### src/rtl/draw_player.sv
// draw_player: overlays a ROM figure on the pixel stream with 3-clk aligned timing.
// Optional FIGURE_TRANSPARENCY_EN: ROM pixels equal to KEY_COLOR show the background.
module draw_player #(
  parameter int          FIG_WIDTH  = 26,
  parameter int          FIG_HEIGHT = 26,
  parameter logic [11:0] KEY_COLOR  = 12'hF0F
) (
  input  logic        clk,
  input  logic        rst_n,
  input  logic [10:0] vcount_in,
  input  logic [10:0] hcount_in,
  input  logic        vsync_in,
  input  logic        vblnk_in,
  input  logic        hsync_in,
  input  logic        hblnk_in,
  input  logic [11:0] rgb_in,
  input  logic [11:0] xpos,
  input  logic [11:0] ypos,
  output logic [11:0] pixel_addr,
  input  logic [11:0] rgb_pixel,
  output logic [10:0] vcount_out,
  output logic [10:0] hcount_out,
  output logic        vsync_out,
  output logic        vblnk_out,
  output logic        hsync_out,
  output logic        hblnk_out,
  output logic [11:0] rgb_out
);
  logic [11:0] xpos_l, ypos_l;
  logic        vblnk_prev, armed;
  // armed keeps a vblnk held high through reset from counting as a rising edge
  always_ff @(posedge clk or negedge rst_n)
    if (!rst_n) begin
      xpos_l     <= '0;
      ypos_l     <= '0;
      vblnk_prev <= 1'b0;
      armed      <= 1'b0;
    end else begin
      vblnk_prev <= vblnk_in;
      armed      <= 1'b1;
      if (armed && vblnk_in && !vblnk_prev) begin
        xpos_l <= xpos;
        ypos_l <= ypos;
      end
    end
  logic [12:0] h13, v13, x13, y13, dx, dy;
  logic        in_fig;
  logic [11:0] addr_c;
  assign h13    = {2'b00, hcount_in};
  assign v13    = {2'b00, vcount_in};
  assign x13    = {1'b0, xpos_l};
  assign y13    = {1'b0, ypos_l};
  assign dx     = h13 - x13;
  assign dy     = v13 - y13;
  assign in_fig = !hblnk_in && !vblnk_in &&
                  h13 >= x13 && h13 < x13 + 13'(FIG_WIDTH) &&
                  v13 >= y13 && v13 < y13 + 13'(FIG_HEIGHT);
  assign addr_c = in_fig ? 12'(dy * 13'(FIG_WIDTH) + dx) : 12'd0;
  logic [25:0] t_in, t_s1, t_s2;
  logic [11:0] rgb_s1, rgb_s2;
  logic        flag_s1, flag_s2, use_rom;
  assign t_in = {vcount_in, hcount_in, vsync_in, vblnk_in, hsync_in, hblnk_in};
`ifdef FIGURE_TRANSPARENCY_EN
  assign use_rom = flag_s2 && rgb_pixel != KEY_COLOR;
`else
  logic [11:0] unused_key;
  assign unused_key = KEY_COLOR;
  assign use_rom    = flag_s2;
`endif
  always_ff @(posedge clk or negedge rst_n)
    if (!rst_n) begin
      pixel_addr <= '0;
      flag_s1    <= 1'b0;
      flag_s2    <= 1'b0;
      t_s1       <= '0;
      t_s2       <= '0;
      rgb_s1     <= '0;
      rgb_s2     <= '0;
      {vcount_out, hcount_out, vsync_out, vblnk_out, hsync_out, hblnk_out} <= '0;
      rgb_out    <= '0;
    end else begin
      pixel_addr <= addr_c;
      flag_s1    <= in_fig;
      t_s1       <= t_in;
      rgb_s1     <= rgb_in;
      flag_s2    <= flag_s1;
      t_s2       <= t_s1;
      rgb_s2     <= rgb_s1;
      {vcount_out, hcount_out, vsync_out, vblnk_out, hsync_out, hblnk_out} <= t_s2;
      rgb_out    <= use_rom ? rgb_pixel : rgb_s2;
    end
endmodule

### config.mk
export PLATFORM = sky130hd
export DESIGN_NAME = draw_player
export DESIGN_NICKNAME = d
export VERILOG_FILES = /design/src/rtl/draw_player.sv
export SDC_FILE = /design/constraint.sdc
export NUM_CORES = 1
export LEC_CHECK = 0
export CAP_MARGIN = 15
export CORE_MARGIN = 2
export CORE_UTILIZATION = 45
export DETAILED_ROUTE_END_ITERATION = 6
export HOLD_SLACK_MARGIN = 0.15
export PLACE_DENSITY = 0.7
export SYNTH_ARGS = -nofsm -noshare
export SYNTH_HDL_FRONTEND = slang
export SYNTH_SLANG_ARGS = --single-unit
### constraint.sdc
create_clock -name clk -period 5.8 [get_ports clk]
set_clock_uncertainty 0.2 [all_clocks]
set_input_delay 1.16 -clock clk [delete_from_list [all_inputs] [get_ports clk]]
set_output_delay 1.16 -clock clk [all_outputs]
set_load 0.01 [all_outputs]
# Word-level counts from Yosys, hierarchy flattened
# Index checks and enable logic that the tools add are counted.
[classes] n_addsub=5 mul=1 order_cmp=4 mux=2 reduce_logical=10
[op_table] operator="12-bit by 5-bit adder with 13-bit output (second input constant)" n=2
[op_table] operator="11-bit by 13-bit less-than comparator with 1-bit output" n=2
[op_table] operator="11-bit by 12-bit >= comparator with 1-bit output" n=2
[op_table] operator="12-bit two-way mux" n=2
[op_table] operator="13-bit by 4-bit multiplier with 11-bit output (second input constant)" n=1
[op_table] operator="11-bit by 12-bit subtractor with 13-bit output" n=1
[op_table] operator="12-bit adder" n=1
[op_table] operator="11-bit by 12-bit subtractor with 12-bit output" n=1
[op_table] operator="1-bit logical AND" n=7
[op_table] operator="1-bit logical NOT" n=3
[totals] regBits=154 word_cells=40

# Logic depth before layout (Yosys ltp)
# Gate-level depths: netlist of run 1.
[depth] ltp_word=7 mapped_depth=25 depth_no_buf=25

# Worst setup path before layout of run 1
# OpenSTA, ideal clock, no wires.
[synth_path] path_type="input -> register" from="in vcount_in[0]" to="reg pixel_addr[11]" setup_time_ns=0.121 t_arrival_ns=5.588 required_ns=5.479 slack_ns=-0.109 path_stages=23 cell_sequence="inv_1 > ha_1 > inv_1 > fa_1 > a211oi_2 > o21bai_1 > a21oi_1 > xor2_1 > inv_1 > ha_1 > inv_1 > fa_1 > inv_1 > ha_1 > a21oi_1 > xnor2_1 > fa_1 > ha_1 > nand2_1 > o21ai_0 > xnor3_1 > xnor3_1 > nor2_1"
[synth_between] elab_chain_len=4
[synth_rtl] element="from (decl)" line_no="10" source="input logic [10:0] vcount_in,"
[synth_rtl] element="11-bit by 12-bit subtractor with 13-bit output / 11-bit by 12-bit >= comparator with 1-bit output (equally long branches)" line_no="54, 57"
[synth_rtl] element="13-bit by 4-bit multiplier with 11-bit output / 1-bit logical AND (equally long branches)" line_no="58, 56"
[synth_rtl] element="12-bit adder / 1-bit logical AND (equally long branches)" line_no="58, 57"
[synth_rtl] element="12-bit two-way mux (*)" line_no="58" source="assign addr_c = in_fig ? 12'(dy * 13'(FIG_WIDTH) + dx) : 12'd0;"
[synth_rtl] element="net addr_c[11]" line_no="48" source="logic [11:0] addr_c;"
[synth_rtl] element="to (signal assigned)" line_no="82" source="pixel_addr <= addr_c;"
[synth_rtl] element="to (decl)" line_no="19" source="output logic [11:0] pixel_addr,"
# Mark *: on every way through the listed nets, which the timed path passes. The rest lies on a longest branch.
# A chain may end at the register's enable or synchronous reset.

# Worst setup path after layout of run 1
[layout_path] from="in vcount_in[2]" to="reg pixel_addr[11]"
# Same word-level chain as after synthesis.

==> key figures, run 1 <==
Run status
  • Outcome: finished clean

Logic synthesis
  • Cell with the most instances after synthesis: dfrtp_1
  • Synth top area cells: dfrtp_1, ha_1, mux2_2, fa_1, xnor2_1
  • Commonest cells post-synth: dfrtp_1, ha_1, inv_1
  • Syn_area_per_cell: 12.9 µm²
  • Async SR Flop Fraction: 1.00
  • Mapped Cells: 555
  • Register bit total from synthesis: 153
  • Register area share after synthesis: 0.537
  • Area leader, netlist: dfrtp_1
  • EDFF count, synth: 0
  • Distinct cells, synth: 50
  • Mapped Nets: 720
  • Area share of the largest cell type after synthesis: 0.537
  • Netlist Area Pre-Place: 7140 µm²
  • Synth Warn #: 0
  • Top FF cell, synth: dfrtp_1

Hold path
  • Hold Path End: rgb_s2[9]
  • Hold crit path type: reg2reg
  • Worst min-delay path startpoint: rgb_s1[9]
  • Hold path cells: 0

Floorplan
  • Die Y: 130 µm
  • Die W: 130 µm
  • Top-Level Pins: 126
  • FP Rows: 46
  • Initial core utilization: 0.454
  • Die Area: 16900 µm²
  • Core ar.: 15700 µm²

Setup path
  • Launching point of the worst reg2reg path: ypos_l[1]
  • Reg2Reg Setup Slack: 0.71 ns
  • WP data required: 5.94 ns
  • Crit Path Class: in2reg
  • Worst Reg-to-Reg Cells: 25
  • CP max FO: 3
  • Crit start category: input pin
  • Type of destination of the critical path: register
  • Crit path DAT: 5.65 ns
  • RR Endpoint: pixel_addr[11]

Timing
  • Min Tclk post-route: 5.51 ns
  • Final Max Slew Viols: 0
  • Final hold violations: 0
  • Worst hold slack: 0.147 ns
  • Crit share post-route: 0.950
  • Normalized max-slew margin: 0.326
  • FMAX: 181 MHz
  • Final setup fails: 0
  • Worst slew pin tran: 1.01 ns
  • Unrepaired setup endpoints after global routing: false

Clocking
  • Clock Sinks: 153
  • CTS H-tree lvls: 4
  • Clock buffers created by TritonCTS: 17
  • Worst skew pair latency: 0.42 ns
  • Clock buffer depth: 2
  • CTS tree: yes
  • Clk root buf: clkbuf_16
  • Worst-path clk slew: 0.06 ns

Run
  • Max_cap viols: 0

Cells and area
  • Area grow syn2layout: 39.1%
  • Final instance area: 9930 µm²
  • Non-Filler Instances: 982
  • Final core occ: 0.632
  • Number of diodes: 0
  • Nets: 918
  • Share of cells above drive strength 1: 0.222

Drt
  • Total Wirelength: 15.0 mm
  • Pre-antenna DRT Iters: 4
  • Drt drc: 0
  • DR WL/cell: 15.3 µm
  • Vias after detailed routing: 4804
  • Routed Antenna Nets: 0
  • Mean number of vias per cell: 4.89
  • DRT iter0 DRCs: 175

Global route
  • Total GRT Usage: 0.192
  • Initial antenna violation count: 0
  • Pin count of the biggest net entering global routing: 117
  • Gr ovfl total: 0
  • Global-route wire length before repair: 24.7 mm
  • Number of global-route vias before repair: 5160

Place
  • Dpl hpwl: 11.1 mm
  • Post-DP Area: 9020 µm²
  • Placed Instances: 940
  • Port bufs: 125
  • Final Wtd Congestion: 0.830
==> worst max-delay path by stage <==
stage | from | endpoint | depth (start not counted)
2_1_floorplan | vcount_in[0] | pixel_addr[11] | 23
3_3_place_gp | vcount_in[0] | pixel_addr[11] | 24
3_5_place_dp | vcount_in[0] | pixel_addr[11] | 24
4_1_cts | vcount_in[3] | pixel_addr[11] | 22
5_1_grt | vcount_in[0] | pixel_addr[11] | 25
6_report | vcount_in[2] | pixel_addr[11] | 22
==> kinds of logic (layout without fill, tap and decap cells) <==
logic type / count (synthesis) / count (layout) / share of synthesized area
flip-flops: 153 / 153 / 0.537
adder cells (fa/ha/maj): 89 / 89 / 0.175
AO/OA/AOI/OAI: 87 / 87 / 0.0829
AND/OR/NAND/NOR: 82 / 82 / 0.0538
buffers and inverters: 64 / 275 / 0.0338
XOR/XNOR: 42 / 42 / 0.0591
multiplexers: 37 / 37 / 0.0582
other: 1 / 1 / 0.000526
==> final cells by class <==
cell class                      instances  area, µm²
Clock buffer                           18        439
Inverter                               59        221
Sequential cell                       153       3830
Timing Repair Buffer                  184       1700
Clock inverter                         14        140
Tap cell                              216        270
Multi-Input combinational cell        338       3320
Fill cell                            1188       5780
==> registers in the layout (all words and copies together), names as in the netlist <==
| name | count |
|---|---|
| rgb_out | 12 |
| vcount_out | 11 |
| vsync_out | 1 |
| pixel_addr | 12 |
| flag_s2 | 1 |
| hblnk_out | 1 |
| rgb_s1 | 12 |
| hcount_out | 11 |
| xpos_l | 12 |
| hsync_out | 1 |
| t_s1 | 26 |
| ypos_l | 12 |
| vblnk_out | 1 |
| rgb_s2 | 12 |
| armed | 1 |
| flag_s1 | 1 |
| t_s2 | 26 |
==> layout by cell type, fill, tap and decap left out, drive strengths merged, types with 3 or more instances in the layout <==
cell,netlist,routed
nor3,6,6
xnor2,29,29
dfrtp,153,153
fa,18,18
and3,3,3
nor2,38,38
o21a,8,8
o21ai,16,16
ha,71,71
a211oi,7,7
o21bai,7,7
inv,59,65
clkbuf,3,20
clkdlybuf4s50,0,120
clkinv,0,4
dlygate4sd3,0,7
a211o,4,4
nand2,12,12
a31oi,5,5
mux2,36,36
buf,2,53
a21o,9,9
nand2b,5,5
nand3,6,6
clkinvlp,0,3
a21oi,22,22
xor2,11,11
==> through the flow <==
step           worst slack (ns)  setup TNS, ns
2_1_floorplan            0.0338              0
3_3_place_gp             -0.559          -1.52
3_5_place_dp             -0.647          -1.87
4_1_cts                  0.0115              0
5_1_grt                  0.0239              0
6_report                  0.288              0
==> worst max-delay path, cell delays in order <==
cell and delay, ns:
dlygate4sd2_1 0.28, ha_4 0.24, o21ai_2 0.13, a21oi_2 0.06, buf_4 0.14, or4_4 0.43, a31oi_4 0.22, xnor2_2 0.16
inv_1 0.08, fa_1 0.48, inv_1 0.06, ha_4 0.24, a21o_1 0.18, a21oi_4 0.16, xnor2_2 0.09, fa_1 0.58
ha_4 0.22, a21oi_2 0.16, o21ai_2 0.08, xnor3_1 0.21, xnor3_1 0.20, nor2_1 0.10
==> repair_timing <==
item | CTS | global route
setup buffers | 2 | 1
gates resized for setup | 23 | 25
hold buffers | 5 | 2
pin swaps | 18 | 21
setup endpoints to repair | 2 | 4
endpoints found under the hold margin | 5 | 2
==> metal layers <==
layer | GRT usage | share of wire | vias to the layer above
li1 | - | - | 2293
met1 | 0.242 | 0.45 | 2375
met2 | 0.326 | 0.49 | 113
met3 | 0.0385 | 0.042 | 23
met4 | 0.0759 | 0.020 | 0
met5 | 0 | 0 | -
Power of run 1 is left out: the tool's default activity adds up to more than one toggle a clock period on the data nets, which glitch-free logic cannot reach.
==> inputs of run 2 (changes only) <==
--- a/config.mk
+++ b/config.mk
@@ -6,10 +6,10 @@
 export NUM_CORES = 1
 export LEC_CHECK = 0
 export CAP_MARGIN = 15
-export CORE_MARGIN = 2
 export CORE_UTILIZATION = 45
 export DETAILED_ROUTE_END_ITERATION = 6
 export HOLD_SLACK_MARGIN = 0.15
+export MAX_ROUTING_LAYER = met4
 export PLACE_DENSITY = 0.7
 export SYNTH_ARGS = -nofsm -noshare
 export SYNTH_HDL_FRONTEND = slang
==> run 2 against run 1 <==
- via count up 0.90%
- first-iteration DRC count up 19%
- sequential share of layout area down 0.56 points
- wire length up 2.0%
- sequential cell count unchanged
- final area up 1.5%
- count of clock-buffer cells in the layout unchanged
- worst hold slack about the same
- largest cell class unchanged
==> key figures, run 2 (synthesis gave the netlist of run 1 again) <==
Floorplan
  • Die Y: 128 µm (was 130 µm)
  • Die Area: 16400 µm² (was 16900 µm²)
  • Initial core utilization: 0.466 (was 0.454)
  • FP Rows: 45 (was 46)
  • Top-Level Pins: 126 (unchanged)
  • Die W: 128 µm (was 130 µm)
  • Core ar.: 15300 µm² (was 15700 µm²)

Cells and area
  • Share of cells above drive strength 1: 0.216 (was 0.222)
  • Nets: 925 (was 918)
  • Largest regs: t_s1 (26), t_s2 (26) (unchanged)
  • Area grow syn2layout: 41.2% (was 39.1%)
  • Number of diodes: 0 (unchanged)
  • Most frequent cells in the layout: dfrtp_1, clkdlybuf4s50_1, ha_1 (unchanged)
  • Commonest non-fill, non-tap cell in the layout: dfrtp_1 (unchanged)
  • # fillers: 1117 (was 1188)

Clocking
  • Clock buffer depth: 2 (unchanged)
  • Clock Sinks: 153 (unchanged)
  • Clk root buf: clkbuf_16 (unchanged)
  • Clock buffers created by TritonCTS: 17 (unchanged)
  • CTS tree: yes (unchanged)
  • Worst skew pair latency: 0.43 ns (was 0.42 ns)
  • Worst-path clk slew: 0.06 ns (about the same)
  • CTS H-tree lvls: 4 (unchanged)

Setup path
  • Reg2Reg Setup Slack: 0.67 ns (was 0.71 ns)
  • CP max FO: 5 (was 3)
  • Crit path DAT: 5.69 ns (was 5.65 ns)
  • Crit start category: input pin (unchanged)
  • Crit path from: vcount_in[4] (was vcount_in[2])
  • RR Endpoint: pixel_addr[11] (unchanged)
  • Critical Path End: pixel_addr[11] (unchanged)
  • Worst Reg-to-Reg Cells: 22 (was 25)
  • Critical path's largest stage delay: 0.59 ns (was 0.58 ns)
  • CP max-delay cell: or4_4 (was fa_1)
  • Type of destination of the critical path: register (unchanged)
  • Cells along the critical path: clkdlybuf4s50_1, ha_1, or4_4, a31oi_4, xnor2_4, inv_1, fa_1, inv_1, ha_4, a21o_1, a21oi_4, xnor2_2, fa_1, ha_4, nand2_4, o21ai_2, xnor3_1, xnor3_1, nor2_1 (was dlygate4sd2_1, ha_4, o21ai_2, a21oi_2, buf_4, or4_4, a31oi_4, xnor2_2, inv_1, fa_1, inv_1, ha_4, a21o_1, a21oi_4, xnor2_2, fa_1, ha_4, a21oi_2, o21ai_2, xnor3_1, xnor3_1, nor2_1)
  • Launching point of the worst reg2reg path: ypos_l[1] (unchanged)
  • WP data required: 5.88 ns (was 5.94 ns)
  • Crit Path Class: in2reg (unchanged)

Timing
  • Final Max Slew Viols: 0 (unchanged)
  • Crit share post-route: 0.966 (was 0.950)
  • FMAX: 178 MHz (was 181 MHz)
  • Normalized max-slew margin: 0.336 (was 0.326)
  • Final setup fails: 0 (unchanged)
  • Worst hold slack: 0.148 ns (was 0.147 ns)
  • Final hold violations: 0 (unchanged)
  • Final setup margin: 0.196 ns (was 0.288 ns)
  • Min Tclk post-route: 5.60 ns (was 5.51 ns)
  • Worst slew pin tran: 0.996 ns (was 1.01 ns)

Drt
  • Drt drc: 0 (unchanged)
  • Routed Antenna Nets: 0 (unchanged)
  • Total Wirelength: 15.3 mm (was 15.0 mm)
  • Mean number of vias per cell: 4.93 (was 4.89)
  • DRT iter0 DRCs: 208 (was 175)
  • DR WL/cell: 15.6 µm (was 15.3 µm)
  • Vias after detailed routing: 4847 (was 4804)
  • Pre-antenna DRT Iters: 4 (unchanged)

Global route
  • Initial antenna violation count: 0 (unchanged)
  • Total GRT Usage: 0.208 (was 0.192)
  • Global-route wire length before repair: 24.8 mm (was 24.7 mm)
  • Number of global-route vias before repair: 5120 (was 5160)
  • Pin count of the biggest net entering global routing: 114 (was 117)
  • Gr ovfl total: 0 (unchanged)

Hold path
  • Hold crit path type: reg2reg (unchanged)

Place
  • Port bufs: 125 (unchanged)
  • Dpl hpwl: 11.1 mm (about the same)
  • Final Wtd Congestion: 0.845 (was 0.830)
  • Post-Place Setup Slack: -0.681 ns (was -0.647 ns)

Run
  • Max_cap viols: 0 (unchanged)

Run status
  • Outcome: finished clean (unchanged)
==> run 2: critical path, delay by kind of cell <==
family	cells	cell delay, ns
adders and majority gates	5	1.86
and+or+nand+nor	3	0.68
buffers and inverters	3	0.59
AOI/OAI and AO/OA	4	0.71
xor gates and xnor gates	4	0.68
==> run 2: cell type report <==
type | count | area [µm²] | area share
flip-flops and latches | 153 | 3830 | 0.380
inverters | 59 | 221 | 0.0220
repair buffers | 191 | 1780 | 0.176
multi-input cells | 338 | 3360 | 0.334
well taps | 211 | 264 | 0.0262
clock buffers | 18 | 429 | 0.0426
clock inverters | 13 | 193 | 0.0191
==> run 2: through the flow <==
| stage | cells | util | TNS (ns) | cell area [µm²] |
|---|---|---|---|---|
| after detailed placement | 932 | 0.587 | -2.14 | 9000 |
| after global placement | 932 | 0.587 | -1.53 | 9000 |
| after global routing | 983 | 0.658 | -0.0317 | 10100 |
| final | 983 | 0.658 | 0 | 10100 |
| after CTS | 978 | 0.645 | 0 | 9880 |
| after floorplan | 555 | - | 0 | 7150 |
==> run 2: how the worst min path moves through the flow <==
stage	from	endpoint	slack, ns	cells past startpoint
after floorplan	flag_s1	flag_s2	0.13	0
final	rgb_s1[2]	rgb_s2[2]	0.15	0
after global placement	rgb_s1[9]	rgb_s2[9]	0.13	0
after global routing	t_s2[21]	vcount_out[6]	0.15	0
after CTS	t_s1[17]	t_s2[17]	0.15	0
after detailed placement	t_s2[6]	hcount_out[2]	0.13	0
==> run 2: metal layers <==
| layer | share of wire | vias to the layer above | global-route usage |
|---|---|---|---|
| met5 | 0 | - | - |
| met4 | 0.016 | 0 | 0.0761 |
| met3 | 0.056 | 21 | 0.0609 |
| met2 | 0.48 | 138 | 0.328 |
| met1 | 0.45 | 2381 | 0.254 |
| li1 | - | 2307 | - |
==> run 2: repair_timing <==
item	4_1_cts	5_1_grt
hold buffers	11	1
hold endpoints to repair	11	1
resized for setup	20	29
buffers inserted	4	4
pin swaps	14	23
setup endpoints to repair	2	4
Power of run 2 is left out for the same reason.
